==> src/rtl/dram_arbiter_pkg.sv <==
// Shared core defines: access sizes, byte-lane masks, read-owner tags and
// the helpers the arbiter and the MEM stage both rely on.
package dram_arbiter_pkg;

  typedef enum logic [1:0] {
    SZ_BYTE = 2'b00,
    SZ_HALF = 2'b01,
    SZ_WORD = 2'b10,
    SZ_ILL  = 2'b11
  } size_e;

  typedef enum logic {
    OWN_CORE = 1'b0,
    OWN_HOST = 1'b1
  } owner_e;

  localparam logic [3:0] BE_BYTE = 4'b0001;
  localparam logic [3:0] BE_HALF = 4'b0011;
  localparam logic [3:0] BE_WORD = 4'b1111;

  function automatic logic is_aligned(size_e size, logic [1:0] off);
    case (size)
      SZ_BYTE: return 1'b1;
      SZ_HALF: return ~off[0];
      SZ_WORD: return (off == 2'b00);
      default: return 1'b0;
    endcase
  endfunction

  function automatic logic [3:0] lane_mask(size_e size, logic [1:0] off);
    case (size)
      SZ_BYTE: return BE_BYTE << off;
      SZ_HALF: return BE_HALF << off;
      SZ_WORD: return BE_WORD;
      default: return 4'b0000;
    endcase
  endfunction

endpackage

==> src/rtl/dram_arbiter_if.sv <==
// Bundle of the core request port, the host loader port and the RAM port.
// slave = the arbiter, master = requesters plus the RAM data return.
interface dram_arbiter_if #(
  parameter int ADDR_W = 12
);
  logic              core_req;
  logic              core_we;
  logic [1:0]        core_size;
  logic              core_sign;
  logic [ADDR_W-1:0] core_addr;
  logic [31:0]       core_wdata;
  logic              core_gnt;
  logic              core_err;
  logic              core_rvalid;
  logic [31:0]       core_rdata;

  logic              host_req;
  logic              host_we;
  logic              host_lock;
  logic [ADDR_W-1:0] host_addr;
  logic [31:0]       host_wdata;
  logic              host_gnt;
  logic              host_rvalid;
  logic [31:0]       host_rdata;

  logic              ram_en;
  logic              ram_we;
  logic [3:0]        ram_be;
  logic [ADDR_W-3:0] ram_addr;
  logic [31:0]       ram_wdata;
  logic [31:0]       ram_rdata;

  modport slave (
    input  core_req, core_we, core_size, core_sign, core_addr, core_wdata,
    output core_gnt, core_err, core_rvalid, core_rdata,
    input  host_req, host_we, host_lock, host_addr, host_wdata,
    output host_gnt, host_rvalid, host_rdata,
    output ram_en, ram_we, ram_be, ram_addr, ram_wdata,
    input  ram_rdata
  );

  modport master (
    output core_req, core_we, core_size, core_sign, core_addr, core_wdata,
    input  core_gnt, core_err, core_rvalid, core_rdata,
    output host_req, host_we, host_lock, host_addr, host_wdata,
    input  host_gnt, host_rvalid, host_rdata,
    input  ram_en, ram_we, ram_be, ram_addr, ram_wdata,
    output ram_rdata
  );
endinterface

==> src/rtl/dram_arbiter_load_align.sv <==
// Load formatter: picks the addressed byte/half out of a RAM word and
// sign- or zero-extends it. Words pass through untouched.
module load_align
  import dram_arbiter_pkg::*;
(
  input  logic [31:0] data_i,
  input  logic [1:0]  offset_i,
  input  size_e       size_i,
  input  logic        sign_i,
  output logic [31:0] result_o
);

  logic [31:0] shifted;

  assign shifted = data_i >> {offset_i, 3'b000};

  always_comb begin
    case (size_i)
      SZ_BYTE: result_o = {{24{sign_i & shifted[7]}}, shifted[7:0]};
      SZ_HALF: result_o = {{16{sign_i & shifted[15]}}, shifted[15:0]};
      default: result_o = data_i;
    endcase
  end

endmodule

==> src/rtl/dram_arbiter.sv <==
// Core/host arbiter for the single-port data RAM: combinational grant with
// host anti-starvation, lane steering, and a one-deep read return pipeline.
module dram_arbiter
  import dram_arbiter_pkg::*;
#(
  parameter int ADDR_W     = 12,
  parameter int STARVE_MAX = 4
) (
  input logic           clk,
  input logic           rst,
  dram_arbiter_if.slave bus
);

  localparam int SW = $clog2(STARVE_MAX + 1);

  logic [SW-1:0] starve_q, starve_d;
  logic          rd_valid_q;
  owner_e        rd_owner_q;
  size_e         rd_size_q;
  logic          rd_sign_q;
  logic [1:0]    rd_off_q;
  logic [31:0]   core_rdata_q;
  logic [31:0]   host_rdata_q;

  logic          host_sel, core_sel, core_legal, rd_fire;
  logic          en_int, we_int;
  size_e         core_size;
  logic [1:0]    core_off;
  logic [31:0]   steer, fmt_rdata;
  logic          unused_host_off;

  assign core_size       = size_e'(bus.core_size);
  assign core_off        = bus.core_addr[1:0];
  assign core_legal      = is_aligned(core_size, core_off);
  assign unused_host_off = ^bus.host_addr[1:0];

  // Host wins on lock, on a full starve count, or when the core is idle.
  assign host_sel = !rst && bus.host_req &&
                    (bus.host_lock || (starve_q == SW'(STARVE_MAX)) || !bus.core_req);
  assign core_sel = !rst && bus.core_req && !host_sel;

  genvar gi;
  generate
    for (gi = 0; gi < 4; gi++) begin : g_lane
      assign steer[gi*8 +: 8] =
          (core_size == SZ_BYTE) ? bus.core_wdata[7:0] :
          (core_size == SZ_HALF) ? bus.core_wdata[(gi % 2)*8 +: 8] :
                                   bus.core_wdata[gi*8 +: 8];
    end
  endgenerate

  always_comb begin
    en_int        = 1'b0;
    we_int        = 1'b0;
    bus.ram_be    = 4'b0000;
    bus.ram_addr  = '0;
    bus.ram_wdata = '0;
    if (host_sel) begin
      en_int        = 1'b1;
      we_int        = bus.host_we;
      bus.ram_be    = BE_WORD;
      bus.ram_addr  = bus.host_addr[ADDR_W-1:2];
      bus.ram_wdata = bus.host_wdata;
    end else if (core_sel) begin
      en_int        = core_legal;
      we_int        = bus.core_we;
      bus.ram_be    = core_legal ? lane_mask(core_size, core_off) : 4'b0000;
      bus.ram_addr  = bus.core_addr[ADDR_W-1:2];
      bus.ram_wdata = steer;
    end
  end

  assign bus.ram_en   = en_int;
  assign bus.ram_we   = we_int;
  assign bus.host_gnt = host_sel;
  assign bus.core_gnt = core_sel;
  assign bus.core_err = core_sel && !core_legal;
  assign rd_fire      = en_int && !we_int;

  always_comb begin
    starve_d = starve_q;
    if (!bus.host_req || host_sel)
      starve_d = '0;
    else if (starve_q != SW'(STARVE_MAX))
      starve_d = starve_q + SW'(1);
  end

  load_align u_load_align (
    .data_i   (bus.ram_rdata),
    .offset_i (rd_off_q),
    .size_i   (rd_size_q),
    .sign_i   (rd_sign_q),
    .result_o (fmt_rdata)
  );

  // Returned data is live during the rvalid cycle, then held until the next return.
  assign bus.core_rvalid = !rst && rd_valid_q && (rd_owner_q == OWN_CORE);
  assign bus.host_rvalid = !rst && rd_valid_q && (rd_owner_q == OWN_HOST);
  assign bus.core_rdata  = rst ? 32'h0 : (bus.core_rvalid ? fmt_rdata : core_rdata_q);
  assign bus.host_rdata  = rst ? 32'h0 : (bus.host_rvalid ? bus.ram_rdata : host_rdata_q);

  always_ff @(posedge clk) begin
    if (rst) begin
      starve_q     <= '0;
      rd_valid_q   <= 1'b0;
      rd_owner_q   <= OWN_CORE;
      rd_size_q    <= SZ_WORD;
      rd_sign_q    <= 1'b0;
      rd_off_q     <= 2'b00;
      core_rdata_q <= 32'h0;
      host_rdata_q <= 32'h0;
    end else begin
      starve_q   <= starve_d;
      rd_valid_q <= rd_fire;
      if (rd_fire) begin
        rd_owner_q <= host_sel ? OWN_HOST : OWN_CORE;
        rd_size_q  <= host_sel ? SZ_WORD : core_size;
        rd_sign_q  <= host_sel ? 1'b0 : bus.core_sign;
        rd_off_q   <= host_sel ? 2'b00 : core_off;
      end
      if (bus.core_rvalid) core_rdata_q <= fmt_rdata;
      if (bus.host_rvalid) host_rdata_q <= bus.ram_rdata;
    end
  end

endmodule

==> src/flat_wrapper.sv <==
// flat-port wrapper written by rule: the top's interface ports become plain ports
module dram_arbiter_flat import dram_arbiter_pkg::*;
#(
  parameter int ADDR_W     = 12,
  parameter int STARVE_MAX = 4
)
  (clk, rst, bus_core_req, bus_core_we, bus_core_size, bus_core_sign, bus_core_addr, bus_core_wdata, bus_core_gnt, bus_core_err, bus_core_rvalid, bus_core_rdata, bus_host_req, bus_host_we, bus_host_lock, bus_host_addr, bus_host_wdata, bus_host_gnt, bus_host_rvalid, bus_host_rdata, bus_ram_en, bus_ram_we, bus_ram_be, bus_ram_addr, bus_ram_wdata, bus_ram_rdata);
  dram_arbiter_if #(.ADDR_W(ADDR_W)) bus_i ();
  input logic clk;
  input logic rst;
  input wire logic [$bits(bus_i.core_req)-1:0] bus_core_req;
  input wire logic [$bits(bus_i.core_we)-1:0] bus_core_we;
  input wire logic [$bits(bus_i.core_size)-1:0] bus_core_size;
  input wire logic [$bits(bus_i.core_sign)-1:0] bus_core_sign;
  input wire logic [$bits(bus_i.core_addr)-1:0] bus_core_addr;
  input wire logic [$bits(bus_i.core_wdata)-1:0] bus_core_wdata;
  output wire logic [$bits(bus_i.core_gnt)-1:0] bus_core_gnt;
  output wire logic [$bits(bus_i.core_err)-1:0] bus_core_err;
  output wire logic [$bits(bus_i.core_rvalid)-1:0] bus_core_rvalid;
  output wire logic [$bits(bus_i.core_rdata)-1:0] bus_core_rdata;
  input wire logic [$bits(bus_i.host_req)-1:0] bus_host_req;
  input wire logic [$bits(bus_i.host_we)-1:0] bus_host_we;
  input wire logic [$bits(bus_i.host_lock)-1:0] bus_host_lock;
  input wire logic [$bits(bus_i.host_addr)-1:0] bus_host_addr;
  input wire logic [$bits(bus_i.host_wdata)-1:0] bus_host_wdata;
  output wire logic [$bits(bus_i.host_gnt)-1:0] bus_host_gnt;
  output wire logic [$bits(bus_i.host_rvalid)-1:0] bus_host_rvalid;
  output wire logic [$bits(bus_i.host_rdata)-1:0] bus_host_rdata;
  output wire logic [$bits(bus_i.ram_en)-1:0] bus_ram_en;
  output wire logic [$bits(bus_i.ram_we)-1:0] bus_ram_we;
  output wire logic [$bits(bus_i.ram_be)-1:0] bus_ram_be;
  output wire logic [$bits(bus_i.ram_addr)-1:0] bus_ram_addr;
  output wire logic [$bits(bus_i.ram_wdata)-1:0] bus_ram_wdata;
  input wire logic [$bits(bus_i.ram_rdata)-1:0] bus_ram_rdata;
  assign bus_i.core_req = bus_core_req;
  assign bus_i.core_we = bus_core_we;
  assign bus_i.core_size = bus_core_size;
  assign bus_i.core_sign = bus_core_sign;
  assign bus_i.core_addr = bus_core_addr;
  assign bus_i.core_wdata = bus_core_wdata;
  assign bus_core_gnt = bus_i.core_gnt;
  assign bus_core_err = bus_i.core_err;
  assign bus_core_rvalid = bus_i.core_rvalid;
  assign bus_core_rdata = bus_i.core_rdata;
  assign bus_i.host_req = bus_host_req;
  assign bus_i.host_we = bus_host_we;
  assign bus_i.host_lock = bus_host_lock;
  assign bus_i.host_addr = bus_host_addr;
  assign bus_i.host_wdata = bus_host_wdata;
  assign bus_host_gnt = bus_i.host_gnt;
  assign bus_host_rvalid = bus_i.host_rvalid;
  assign bus_host_rdata = bus_i.host_rdata;
  assign bus_ram_en = bus_i.ram_en;
  assign bus_ram_we = bus_i.ram_we;
  assign bus_ram_be = bus_i.ram_be;
  assign bus_ram_addr = bus_i.ram_addr;
  assign bus_ram_wdata = bus_i.ram_wdata;
  assign bus_i.ram_rdata = bus_ram_rdata;
  dram_arbiter #(.ADDR_W(ADDR_W), .STARVE_MAX(STARVE_MAX)) u_core (.clk(clk), .rst(rst), .bus(bus_i));
endmodule
==> config.mk <==
export PLATFORM = sky130hd
export DESIGN_NAME = dram_arbiter_flat
export DESIGN_NICKNAME = d
export VERILOG_FILES = /design/src/rtl/dram_arbiter_pkg.sv /design/src/rtl/dram_arbiter_if.sv /design/src/rtl/dram_arbiter_load_align.sv /design/src/rtl/dram_arbiter.sv /design/src/flat_wrapper.sv
export SDC_FILE = /design/constraint.sdc
export NUM_CORES = 1
export LEC_CHECK = 0
export ABC_AREA = 0
export BUFFER_PORTS_ARGS = -buffer_cell sky130_fd_sc_hd__buf_4
export CORE_MARGIN = 3
export CORE_UTILIZATION = 45
export CTS_CLUSTER_SIZE = 16
export DETAILED_ROUTE_END_ITERATION = 12
export MAX_ROUTING_LAYER = met4
export PLACE_DENSITY = 0.81
export REMOVE_ABC_BUFFERS = 1
export SYNTH_ARGS = -nofsm -noshare
export SYNTH_HDL_FRONTEND = slang
export SYNTH_HIERARCHICAL = 1
export SYNTH_SLANG_ARGS = --single-unit
==> constraint.sdc <==
create_clock -name clk -period 2.24 [get_ports clk]
set_input_delay 0.112 -clock clk [delete_from_list [all_inputs] [get_ports clk]]
set_output_delay 0.112 -clock clk [all_outputs]
set_load 0.01 [all_outputs]
==> results by stage <==
Run status:
- The run finished, with violations left.
- The final reports fail on setup timing.

Die:
- The floorplan die height is 105 µm.
- The area of the die is 11100 µm².
- The core footprint is 9420 µm².
- During I/O placement, the number of pins put on the boundary was 247.
- The die outline width is 105 µm.
- The initial cell density of the core is 47.0%.
- The row count is 35.

Global routing:
- Global routing consumed, on the met2 layer, 54.7% of the routing resources.
- In the global route stage, overall resource usage came out at 30.0%.
- After global routing, the most crowded layer is met2.
- The number of antenna violations at the first check in global routing is 0.
- The via count of the first global-routing pass is 5464.
- The first global-routing pass estimated 26400 µm of wire.
- The largest net degree at the start of global routing is 67.
- Global routing consumed, on the met1 layer, 30.4% of the routing resources.
- Global routing finished with a remaining overflow of 0.
- Global routing consumed, on the met3 layer, 7.29% of the routing resources.

Hold path:
- In this run the most critical hold path is launched from bus_ram_rdata[21].
- The worst hold path belongs to the class input port to flip-flop.
- Counting instances, the worst hold path has a depth of 3.
- The worst hold path terminates at u_core/host_rdata_q[21].

Routing:
- In the routed layout, each cell is associated on average with a via count of 5.45.
- The total via count after detailed routing is 5579.
- The length of the first detailed-routing pass in iterations is 5.
- The iteration-0 DRC count of the detailed router is 303.
- For this run, design rule violations remaining after detail routing come to 0.
- Once detail routing completed, the nets flagged for antenna violations numbered 0.
- The post-detailed-route wirelength per cell is 16.9 µm.
- The routed wire length is 17300 µm.

CTS:
- In this run, CTS created clock tree buffers numbering 9.
- The clock passes through at most 2 buffers.
- The H-tree depth reported by CTS is 3.
- The number of clock sinks seen by CTS is 74.
- The clock tree from TritonCTS is yes.
- The root buffer cell chosen for the clock tree is sky130_fd_sc_hd__clkbuf_8.
- Clock-pin slew was measured on the worst setup and hold paths at 80 ps.
- The clock latency of the later-clocked register in the worst-skew pair is 360 ps.

Yosys:
- For this run, the leading register cell type out of synthesis is sky130_fd_sc_hd__dfxtp_1.
- After synthesis the netlist holds a flip-flop and latch count of 74.
- The cell area after technology mapping is 4420 µm².
- Averaged over all synthesized cells, the footprint is 7.00 µm².
- Yosys mapped a number of flops with a built-in enable equal to 0.
- Sequential elements use 33.5% of the synthesized area.
- The number of standard cells after synthesis is 632.
- After synthesis, the share of flip-flops with an asynchronous set or reset is 0%.
- In this run, distinct cell masters in the synthesized netlist total 45.
- The number of warnings reported in the yosys synthesis log is 6.

Placement:
- The area of placed instances is 6350 µm².
- Detailed placement finished with a half-perimeter wire length of 12100 µm.
- Port buffering added 244 buffers.
- The routability congestion estimate from global placement is 0.937.

Power:
- The sequential group share of total power is 40.9%.
- The total power is 3340 µW.
- Across the VDD grid, the largest voltage drop is 358 µV.
- The switching component of the power is 981 µW.
- The share of total power dissipated in the clock network is 32.7%.
- For this design the ratio of total power to cell area is 471 nW/µm².
- Combinational logic burns 26.4% of the power.
- Summed over all cells, the static leakage comes to 0.00347 µW.
- The internal power is 2360 µW.
- Net switching is 29.3% of the power.

Worst setup path:
- In this run the worst path has a maximum fanout of 5.
- STA puts the critical path data required time at 2130 ps.
- The worst register-to-register path has a depth of 7.
- The startpoint identified for the worst register-to-register timing path is u_core/starve_q[0].
- The endpoint arrival time on the critical path is 2240 ps.
- By startpoint and endpoint, the worst setup path is classified as flip-flop to output port.
- The worst register-to-register path ends at u_core/rd_size_q[1].
- The critical path startpoint category is a flip-flop.
- The worst register-to-register path has a setup slack of 180 ps.
- STA classifies the critical path endpoint as an output port.

STA:
- The transition time of the tightest slew-check pin is 955 ps.
- The hold violation total from the final report is 0.
- Headroom to the max-slew limit came out at 36.2%.
- The worst hold-check slack is 20.2 ps.
- The worst-case clock skew is 9.30 ps.
- The final period utilization is 105%.
- Static timing analysis puts the maximum clock frequency at 0.425 GHz.
- Setup repair after global routing could not meet its margin everywhere.
- Once routing completed, OpenROAD measured the worst setup slack at -111 ps.
- The setup-violating endpoint count in the final report is 21.
- The post-route minimum period is 2350 ps.
- The final number of max-transition violations is 0.

Cells and area:
- The most common library cell in the layout ignoring fill and taps is sky130_fd_sc_hd__buf_4.
- The library cells used most frequently in the layout, excluding fill and tap cells, are 262 x sky130_fd_sc_hd__buf_4, 234 x sky130_fd_sc_hd__nand2_1, 72 x sky130_fd_sc_hd__dfxtp_1, 58 x sky130_fd_sc_hd__o21ai_0, 35 x sky130_fd_sc_hd__nand3_1.
- At the end of the flow, the number of nets in the layout was 1021.
- The utilization after layout is 75.4%.
- 0 antenna diodes ended up in the layout.
- The area added between synthesis and finish is 60.4%.
- In the final layout, the share of cells above drive strength 1 is 37.9%.
- The finished cells cover 7100 µm².

Run:
- The number of max-capacitance violations reported is 0.
-- power by group through the flow --
stage / clock network (µW) / logic (µW) / registers (µW)
finish: 1090 / 883 / 1370
global placement: 0 / 760 / 1390
global route: 1150 / 946 / 1370
CTS: 1110 / 842 / 1360
detailed placement: 0 / 779 / 1400
floorplan: 0 / 309 / 1400
-- how the worst max path moves through the flow --
stage,startpoint,end,slack [ps],depth (start not counted)
3_3_place_gp,u_core/rd_off_q[1],bus_core_rdata[18],230,8
3_5_place_dp,u_core/rd_off_q[1],bus_core_rdata[16],190,8
5_1_grt,u_core/rd_off_q[1],bus_core_rdata[22],-180,7
2_1_floorplan,u_core/rd_owner_q,u_core/core_rdata_q[0],-2450,2
4_1_cts,u_core/rd_off_q[1],bus_core_rdata[24],-110,7
6_report,u_core/rd_off_q[1],bus_core_rdata[22],-110,7
-- what timing repair did --
| item | in CTS | in global routing |
|---|---|---|
| hold buffers | 24 | 0 |
| endpoints found under the hold margin | 24 | 0 |
| gates resized for setup | 39 | 29 |
| setup endpoints to repair | 40 | 36 |
| cloned | 1 | 1 |
| buffers inserted | 8 | 3 |
| pin swaps | 3 | 2 |
-- logic make-up after synthesis --
kind of cell	Yosys count	synth area share, %
simple gates	301	28.6
compound gates	150	21.3
flops	74	33.5
buf+inv	65	6.28
mux	39	9.59
fa+ha+maj	2	0.566
xor+xnor	1	0.198
-- registers in the layout (all words and copies together) (netlist names) --
register             flops
u_core/core_rdata_q     32
u_core/host_rdata_q     32
u_core/starve_q          3
u_core/rd_off_q          2
u_core/rd_size_q         2
u_core/rd_owner_q        1
u_core/rd_sign_q         1
u_core/rd_valid_q        1
-- final cells by class --
type / count / area (µm²)
clock buffers: 10 / 138
clock inverters: 6 / 72.6
fillers: 697 / 2320
inverters: 12 / 47.5
multi-input cells: 493 / 2810
flip-flops and latches: 74 / 1480
well taps: 129 / 161
repair buffers: 299 / 2380
-- per-layer routing --
layer  vias up  routed length [µm]
met5         -                   0
met4         0                 552
met3        48                1440
met2       266                9070
met1      2590                6210
li1       2675                   -
-- critical path, stage by stage, from the launching register on --
cell and delay, ps:
sky130_fd_sc_hd__dfxtp_2 350, sky130_fd_sc_hd__mux4_2 560, sky130_fd_sc_hd__a221oi_4 390, sky130_fd_sc_hd__buf_6 180, sky130_fd_sc_hd__o21ai_1 80, sky130_fd_sc_hd__nand2_1 110
sky130_fd_sc_hd__o21ai_2 60, sky130_fd_sc_hd__buf_4 150
-- through the flow --
step	instances	setup TNS (ps)	setup slack, ps
3_5_place_dp	970	0	188
2_1_floorplan	579	-209560	-2450
4_1_cts	1019	-1540	-105
6_report	1023	-1410	-111
3_3_place_gp	970	0	234
5_1_grt	1023	-2850	-180
-- cell usage after synthesis, drive strengths merged (2+ instances only) --
cell / n / share of area, %
a211oi: 2 / 0.34
a21o: 3 / 0.51
a21oi: 6 / 0.76
a22o: 6 / 1.2
a2bb2oi: 2 / 0.40
buf: 14 / 2.0
clkbuf: 39 / 3.3
dfxtp: 74 / 33
ha: 2 / 0.57
inv: 11 / 0.93
mux2: 5 / 1.6
mux2i: 33 / 7.5
nand2: 235 / 20
nand3: 35 / 4.0
nand3b: 9 / 1.5
nor2: 6 / 0.57
nor2b: 3 / 0.48
nor3: 3 / 0.45
nor3b: 4 / 0.68
o211a: 7 / 1.6
o21ai: 91 / 10
o2bb2ai: 6 / 1.2
o31ai: 23 / 3.9
or3: 2 / 0.28
Note: power is estimated with default switching activity, not from simulation.
